### src/rtl/btn_debounce_ce_pkg.sv
// Shared debounce settings for the lab: production and simulation stability counts
// with the counter widths that fit them.
package btn_debounce_ce_pkg;

   localparam int unsigned SYN_STABLE_COUNT = 1000000;
   localparam int unsigned SYN_CNT_WIDTH    = 20;
   localparam int unsigned SIM_STABLE_COUNT = 4;
   localparam int unsigned SIM_CNT_WIDTH    = 3;

endpackage : btn_debounce_ce_pkg

### src/rtl/synch_2ff.sv
// Two-flop synchronizer for asynchronous inputs; synchronous active-high reset.
module synch_2ff (
   input  logic Clk,
   input  logic reset,
   input  logic d,
   output logic q
);

   logic r_meta;
   logic r_sync;

   always_ff @(posedge Clk) begin
      if (reset) begin
         r_meta <= 1'b0;
         r_sync <= 1'b0;
      end else begin
         r_meta <= d;
         r_sync <= r_meta;
      end
   end

   assign q = r_sync;

endmodule : synch_2ff

### src/rtl/btn_debounce_ce.sv
// Button debouncer: synchronizes btn_in, accepts a new level after STABLE_COUNT
// consecutive differing samples, and emits registered one-cycle rise/fall strobes.
module btn_debounce_ce
   import btn_debounce_ce_pkg::*;
#(
   parameter int unsigned CNT_WIDTH    = SYN_CNT_WIDTH,
   parameter int unsigned STABLE_COUNT = SYN_STABLE_COUNT
) (
   input  logic Clk,
   input  logic reset,
   input  logic btn_in,
   output logic btn_level,
   output logic btn_rise,
   output logic btn_fall
);

   typedef enum logic [1:0] {
      IDLE_LOW  = 2'd0,
      WAIT_HIGH = 2'd1,
      IDLE_HIGH = 2'd2,
      WAIT_LOW  = 2'd3
   } state_t;

   localparam logic [CNT_WIDTH-1:0] CNT_LAST = CNT_WIDTH'(STABLE_COUNT - 1);
   localparam bit                   BYPASS   = (STABLE_COUNT == 1);

   logic                 w_s;
   state_t               r_state, w_state_nxt;
   logic [CNT_WIDTH-1:0] r_cnt, w_cnt_nxt;
   logic                 r_level, w_level_nxt;
   logic                 r_rise, w_rise_nxt;
   logic                 r_fall, w_fall_nxt;

   synch_2ff u_sync (
      .Clk  (Clk),
      .reset(reset),
      .d    (btn_in),
      .q    (w_s)
   );

   always_ff @(posedge Clk) begin
      if (reset) begin
         r_state <= IDLE_LOW;
         r_cnt   <= '0;
         r_level <= 1'b0;
         r_rise  <= 1'b0;
         r_fall  <= 1'b0;
      end else begin
         r_state <= w_state_nxt;
         r_cnt   <= w_cnt_nxt;
         r_level <= w_level_nxt;
         r_rise  <= w_rise_nxt;
         r_fall  <= w_fall_nxt;
      end
   end

   // A WAIT state falls back on any sample matching the current level, so only an
   // unbroken run of STABLE_COUNT differing samples is accepted.
   always_comb begin
      w_state_nxt = r_state;
      w_cnt_nxt   = r_cnt;
      w_level_nxt = r_level;
      w_rise_nxt  = 1'b0;
      w_fall_nxt  = 1'b0;
      unique case (r_state)
         IDLE_LOW: begin
            w_cnt_nxt = '0;
            if (w_s) begin
               if (BYPASS) begin
                  w_state_nxt = IDLE_HIGH;
                  w_level_nxt = 1'b1;
                  w_rise_nxt  = 1'b1;
               end else begin
                  w_state_nxt = WAIT_HIGH;
                  w_cnt_nxt   = CNT_WIDTH'(1);
               end
            end
         end
         WAIT_HIGH: begin
            if (!w_s) begin
               w_state_nxt = IDLE_LOW;
               w_cnt_nxt   = '0;
            end else if (r_cnt == CNT_LAST) begin
               w_state_nxt = IDLE_HIGH;
               w_cnt_nxt   = '0;
               w_level_nxt = 1'b1;
               w_rise_nxt  = 1'b1;
            end else begin
               w_cnt_nxt = r_cnt + CNT_WIDTH'(1);
            end
         end
         IDLE_HIGH: begin
            w_cnt_nxt = '0;
            if (!w_s) begin
               if (BYPASS) begin
                  w_state_nxt = IDLE_LOW;
                  w_level_nxt = 1'b0;
                  w_fall_nxt  = 1'b1;
               end else begin
                  w_state_nxt = WAIT_LOW;
                  w_cnt_nxt   = CNT_WIDTH'(1);
               end
            end
         end
         WAIT_LOW: begin
            if (w_s) begin
               w_state_nxt = IDLE_HIGH;
               w_cnt_nxt   = '0;
            end else if (r_cnt == CNT_LAST) begin
               w_state_nxt = IDLE_LOW;
               w_cnt_nxt   = '0;
               w_level_nxt = 1'b0;
               w_fall_nxt  = 1'b1;
            end else begin
               w_cnt_nxt = r_cnt + CNT_WIDTH'(1);
            end
         end
         default: begin
            w_state_nxt = IDLE_LOW;
            w_cnt_nxt   = '0;
            w_level_nxt = 1'b0;
         end
      endcase
   end

   assign btn_level = r_level;
   assign btn_rise  = r_rise;
   assign btn_fall  = r_fall;

endmodule : btn_debounce_ce
### config.mk
export PLATFORM = sky130hd
export DESIGN_NAME = btn_debounce_ce
export DESIGN_NICKNAME = d
export VERILOG_FILES = /design/src/rtl/btn_debounce_ce_pkg.sv /design/src/rtl/synch_2ff.sv /design/src/rtl/btn_debounce_ce.sv
export SDC_FILE = /design/constraint.sdc
export NUM_CORES = 1
export LEC_CHECK = 0
export BUFFER_PORTS_ARGS = -buffer_cell sky130_fd_sc_hd__buf_4
export CAP_MARGIN = 20
export CORE_ASPECT_RATIO = 1.5
export CORE_MARGIN = 1
export CORE_UTILIZATION = 39
export CTS_CLUSTER_DIAMETER = 60
export CTS_CLUSTER_SIZE = 20
export DETAILED_ROUTE_END_ITERATION = 10
export PLACE_DENSITY = 0.55
export SLEW_MARGIN = 20
export SYNTH_ARGS = -nofsm -noshare
export SYNTH_HDL_FRONTEND = slang
export SYNTH_HIERARCHICAL = 1
export SYNTH_SLANG_ARGS = --single-unit
export TNS_END_PERCENT = 30
### constraint.sdc
create_clock -name Clk -period 4.1 [get_ports Clk]
set_input_delay 1.025 -clock Clk [delete_from_list [all_inputs] [get_ports Clk]]
set_output_delay 1.025 -clock Clk [all_outputs]
set_load 0.02 [all_outputs]
After elaboration in Yosys (flattened, before gate mapping)
Cells that the tools add are included.
- word-level logic and storage cells: 48
- register bits: 27
- output and inout bits: 3
- input bits: 3
- reduce and logical (&&, ||, !) cells: 6
- muxes and demuxes: 19
- equality and inequality tests: 12
- add/sub/neg operators: 1
- bitwise gates (word level): 3
- operators by type and width (kind ; number):
    $pmux 20 s4 ; 1
    $mux 20 ; 3
    $add 20x1->20 const B ; 1
    $eq 20x20->1 const B ; 1
    $mux 2 ; 6
    $ne 2x2->1 const B ; 4
    $pmux 2 s4 ; 1
    $mux 1 ; 7
    $reduce_or 3->1 ; 2
    $reduce_and 5->1 ; 1
    $eq 2x2->1 const B ; 2
    $ne 2x1->1 const B ; 2
    $reduce_and 4->1 ; 1
    $ne 3x2->1 const B ; 1
    $ne 3x3->1 const B ; 1
    $not 1->1 ; 3
    $eq 2x1->1 const B ; 1
    $logic_not 2->1 ; 1
    $pmux 1 s2 ; 1
    $reduce_bool 2->1 ; 1

Longest topological paths before layout
- depth after elaboration: 4
- depth in mapped cells: 6
- depth with buffers taken out: 5

By module
The synthesis kept the hierarchy.
- by module, submodules not included (module ; instances ; seq. area each (sq um) ; area an instance (sq um) ; cells each):
    btn_debounce_ce ; 1 ; 500.5 ; 1149.9 ; 132
    synch_2ff ; 1 ; 40.0 ; 52.6 ; 4

Least setup slack after synthesis
No wires, ideal clock.
- path type: flip-flop to flip-flop
- from: reg r_cnt[5]
- to: reg r_cnt[19]
- setup time: 74 ps
- data arrival time: 1807 ps
- slack: 2219 ps
- path buffers: 1
- stages on the path, launching flop included: 6
- required time: 4026 ps
- clock period less this slack: 1881 ps
- path through: dfxtp_1 nand4_4 or4_1 buf_2 or4_1 a21oi_1
- longest elaborated chain between the ends: 4
- elaborated cells between the ends (all ways): 6
- those cells by class: add/sub (1); eq/ne (1); mux (4)
- ends and longest elaborated chain (what ; line ; RTL):
    start, declared ; btn_debounce_ce.sv:29 ; logic [CNT_WIDTH-1:0] r_cnt, w_cnt_nxt;
    start signal, assigned ; btn_debounce_ce.sv:50 ; r_cnt <= w_cnt_nxt;
    $add 20x1->20 or $eq 20x20->1 (tied branches) ; n/a ;
    $mux 20 * ; btn_debounce_ce.sv:83, btn_debounce_ce.sv:109 ;
    $mux 20, on equally long branches ; btn_debounce_ce.sv:106, btn_debounce_ce.sv:80 ;
    $pmux 20 s4 * ; btn_debounce_ce.sv:65 ; unique case (r_state)
Mark *: on every way between the ends. The rest lies on a longest branch, timed or not.
A chain may end at the register's enable or synchronous reset.

Worst setup path in the final report
- from: reg r_cnt[0]
- to: reg r_cnt[2]
The elaborated chain is that of the path after synthesis.

==> impl_results.md <==
- Post-CTS setup buffers: 0
- Fillers: 310
- # DRC: 0
- Post-synth EDFFs: 0
- Worst clock skew: 3.02 ps
- Xor/xnor cell area share of the yosys netlist: 0.0947
- Area grow syn2layout: 10.5%
- DRT iter0 DRCs: 12
- H-tree Lvls: 1
- Hold_ws: 444 ps
- Worst Hold Class: flop to flop
- Worst R2R Path Depth: 6
- R2R Path Start: r_cnt[0]
- # IOs: 6
- Synth Area in Simple Gates: 0.312
- Via density per instance: 5.09
- Grt total ovfl: 0
- Routed WL per cell: 12.0 um
- # resized after CTS: 0
- Clock network fraction of total power: 0.339
- Post-synthesis sequential area ratio: 0.450
- GR Util met2: 0.247
- Ant. Diodes: 0
- Top FF cell, synth: dfxtp_1
- Synth Instances: 136
- Fin nets: 148
- DP Worst Slack: 1790 ps
- Via count: 927
- Syn_nets: 140
- Most frequent cells in the layout: dfxtp_1, nor2_1, xnor2_1, inv_1
- Total chip power: 425 uW
- FF+latch count, synth: 27
- Final hold viol count: 0
- Post-DRT Antenna Nets: 0
- Area fraction of the dominant cell type after synthesis: 0.450
- Starting Density: 0.413
- Library cells used by synthesis: 36
- Buffer levels on the longest clock path: 2
- Antenna violations before repair: 0
- CTS clk-pin slew, worst paths: 80 ps
- CTS sink cnt: 27
- Area of the mapped netlist: 1200 um2
- Hold EP: u_sync/q
- Mapped Avg Cell Area: 8.84 um2
- Hold_sp: u_sync/r_meta
- Status: complete, no violations
- Peak supply drop: 0.237 mV
- CP Capture Type: flop
- Synth warnings: 6
- Comb pwr share: 0.031
- Int Power: 340 uW
- R2R setup slack: 1770 ps
- Adder-Cell Fraction of Synth Area: 0.0104
- Core ar.: 2910 um2
- Hold depth: 1
- Port Buf Inserts: 5
- GR Util met1: 0.216
- WP data required: 4270 ps
- Complex-gate fraction of the synthesized area: 0.0968
- First-pass iteration count of the detailed router: 3
- CTS Root Cell: clkbuf_8
- Most common cell after layout, fill and taps aside: dfxtp_1
- Net Sw Power: 85.2 uW
- Max Fclk: 429 MHz
- HPWL Detailed: 1660 um
- Worst path arrival time: 2500 ps
- PD cells: 320 nW/um2
- Max Cap Violations: 0
- Tmin final: 2330 ps
- Met3 GRT Util: 0.0233
- Pin count of the biggest net entering global routing: 16
- Worst Setup Start Kind: flop
- Sequential share of power: 0.630
- Die width: 47.3 um
- Vias in the first global route: 915
- Pleak: 0.000396 uW
- CTS hold repair buffers: 0
- Setup violations, final: 0
- Final Slew Violations: 0
- Die height: 70.0 um
- Site Rows: 24
- Final GP Congestion: 0.766
- Post-synthesis mux area share: 0
- RSZ-0062 raised after global routing: false
- Final setup TNS: 0 ps
- Total CTS buffers: 3
- Switching part of the total: 0.201
- Post-Route WL: 2190 um
- First-pass GRT wire length: 3980 um
- CTS tree: built
- Critical path type: flop to flop
- Leading area contributor after synthesis: dfxtp_1
- Clk_lat worst skew: 270 ps
- Synth top area cells: dfxtp_1, xnor2_1, nor2_1, nand4_1, nand3_1
- Max FO, Critical Path: 10
- Gr usage total: 0.163
- Largest family of logic cells by synthesized area: simple AND/OR/NAND/NOR gates
- Worst setup margin: 1770 ps
- Relative slew slack: 0.474
- RR Endpoint: r_cnt[2]
- Worst-Margin Slew: 786 ps
- Die area: 3310 um2
- Fraction of layout cells with a size suffix above 1: 0.119
- Busiest grt layer: met2
- Async SR Flop Fraction: 0
- Final worst-path cycle share: 0.568
cells by family after synthesis:
| family | after synthesis |
|---|---|
| and+or+nand+nor | 66 |
| DFF | 27 |
| AOI/OAI and AO/OA | 18 |
| xor gates and xnor gates | 13 |
| buffers and inverters | 11 |
| adders and majority gates | 1 |
cell type report:
class | instances | area [um2] | area share
Clock buffer | 3 | 41.3 | 0.0311
Clock inverter | 1 | 5.00 | 0.00377
Multi-Input combinational cell | 98 | 618 | 0.465
Timing Repair Buffer | 6 | 45.0 | 0.0339
Sequential cell | 27 | 541 | 0.407
Tap cell | 39 | 48.8 | 0.0367
Inverter | 8 | 30.0 | 0.0226
through the flow:
step | util | area, um2 | instances
3_3_place_gp | 0.440 | 1280 | 178
5_1_grt | 0.456 | 1330 | 182
4_1_cts | 0.456 | 1330 | 182
6_report | 0.456 | 1330 | 182
2_1_floorplan | - | 1200 | 136
3_5_place_dp | 0.440 | 1280 | 178
power by group through the flow:
stage	clock network [uW]	registers (uW)	logic [uW]
6_report	144	268	13.1
4_1_cts	153	268	13.4
3_5_place_dp	0	274	13.4
3_3_place_gp	0	274	12.9
2_1_floorplan	0	275	5.02
5_1_grt	167	268	14.4
cells in the mapped netlist, types with 3 or more instances:
cell type  number
a21oi_1         6
dfxtp_1        27
inv_1           8
nand2_1         6
nand3_1         7
nand4_1         6
nor2_1         15
nor3_1          7
nor4_1          5
o21ai_0         3
or3_2           3
xnor2_1        10
xor2_1          3
registers in the layout, summed over array words and instances (netlist names), named ones only:
name,cells
btn_fall,1
u_sync/q,1
r_state,1
r_cnt,20
btn_rise,1
u_sync/r_meta,1
btn_level,1
worst max-delay path, cell delays in order, from the launching register on:
cell      delay (ps)
dfxtp_1          390
ha_1             250
and4_1           270
nand4_1          240
o211ai_1         720
buf_4            290
nor2_1            60
routing by layer:
layer  vias to the layer above  share of wire
met5                         -              0
met4                         0          0.023
met3                         5          0.013
met2                         5           0.50
met1                       424           0.47
li1                        493              -
worst max path at each step:
| stage | start | end | slack (ps) |
|---|---|---|---|
| finish | r_cnt[0] | r_cnt[2] | 1770 |
| global route | r_cnt[0] | r_cnt[9] | 1590 |
| CTS | r_cnt[0] | r_cnt[2] | 1770 |
| detailed placement | r_cnt[0] | r_cnt[9] | 1790 |
| global placement | r_cnt[0] | r_cnt[12] | 1800 |
| floorplan | r_cnt[5] | r_cnt[19] | 2220 |
No activity file was read; power rests on OpenSTA's default activity.
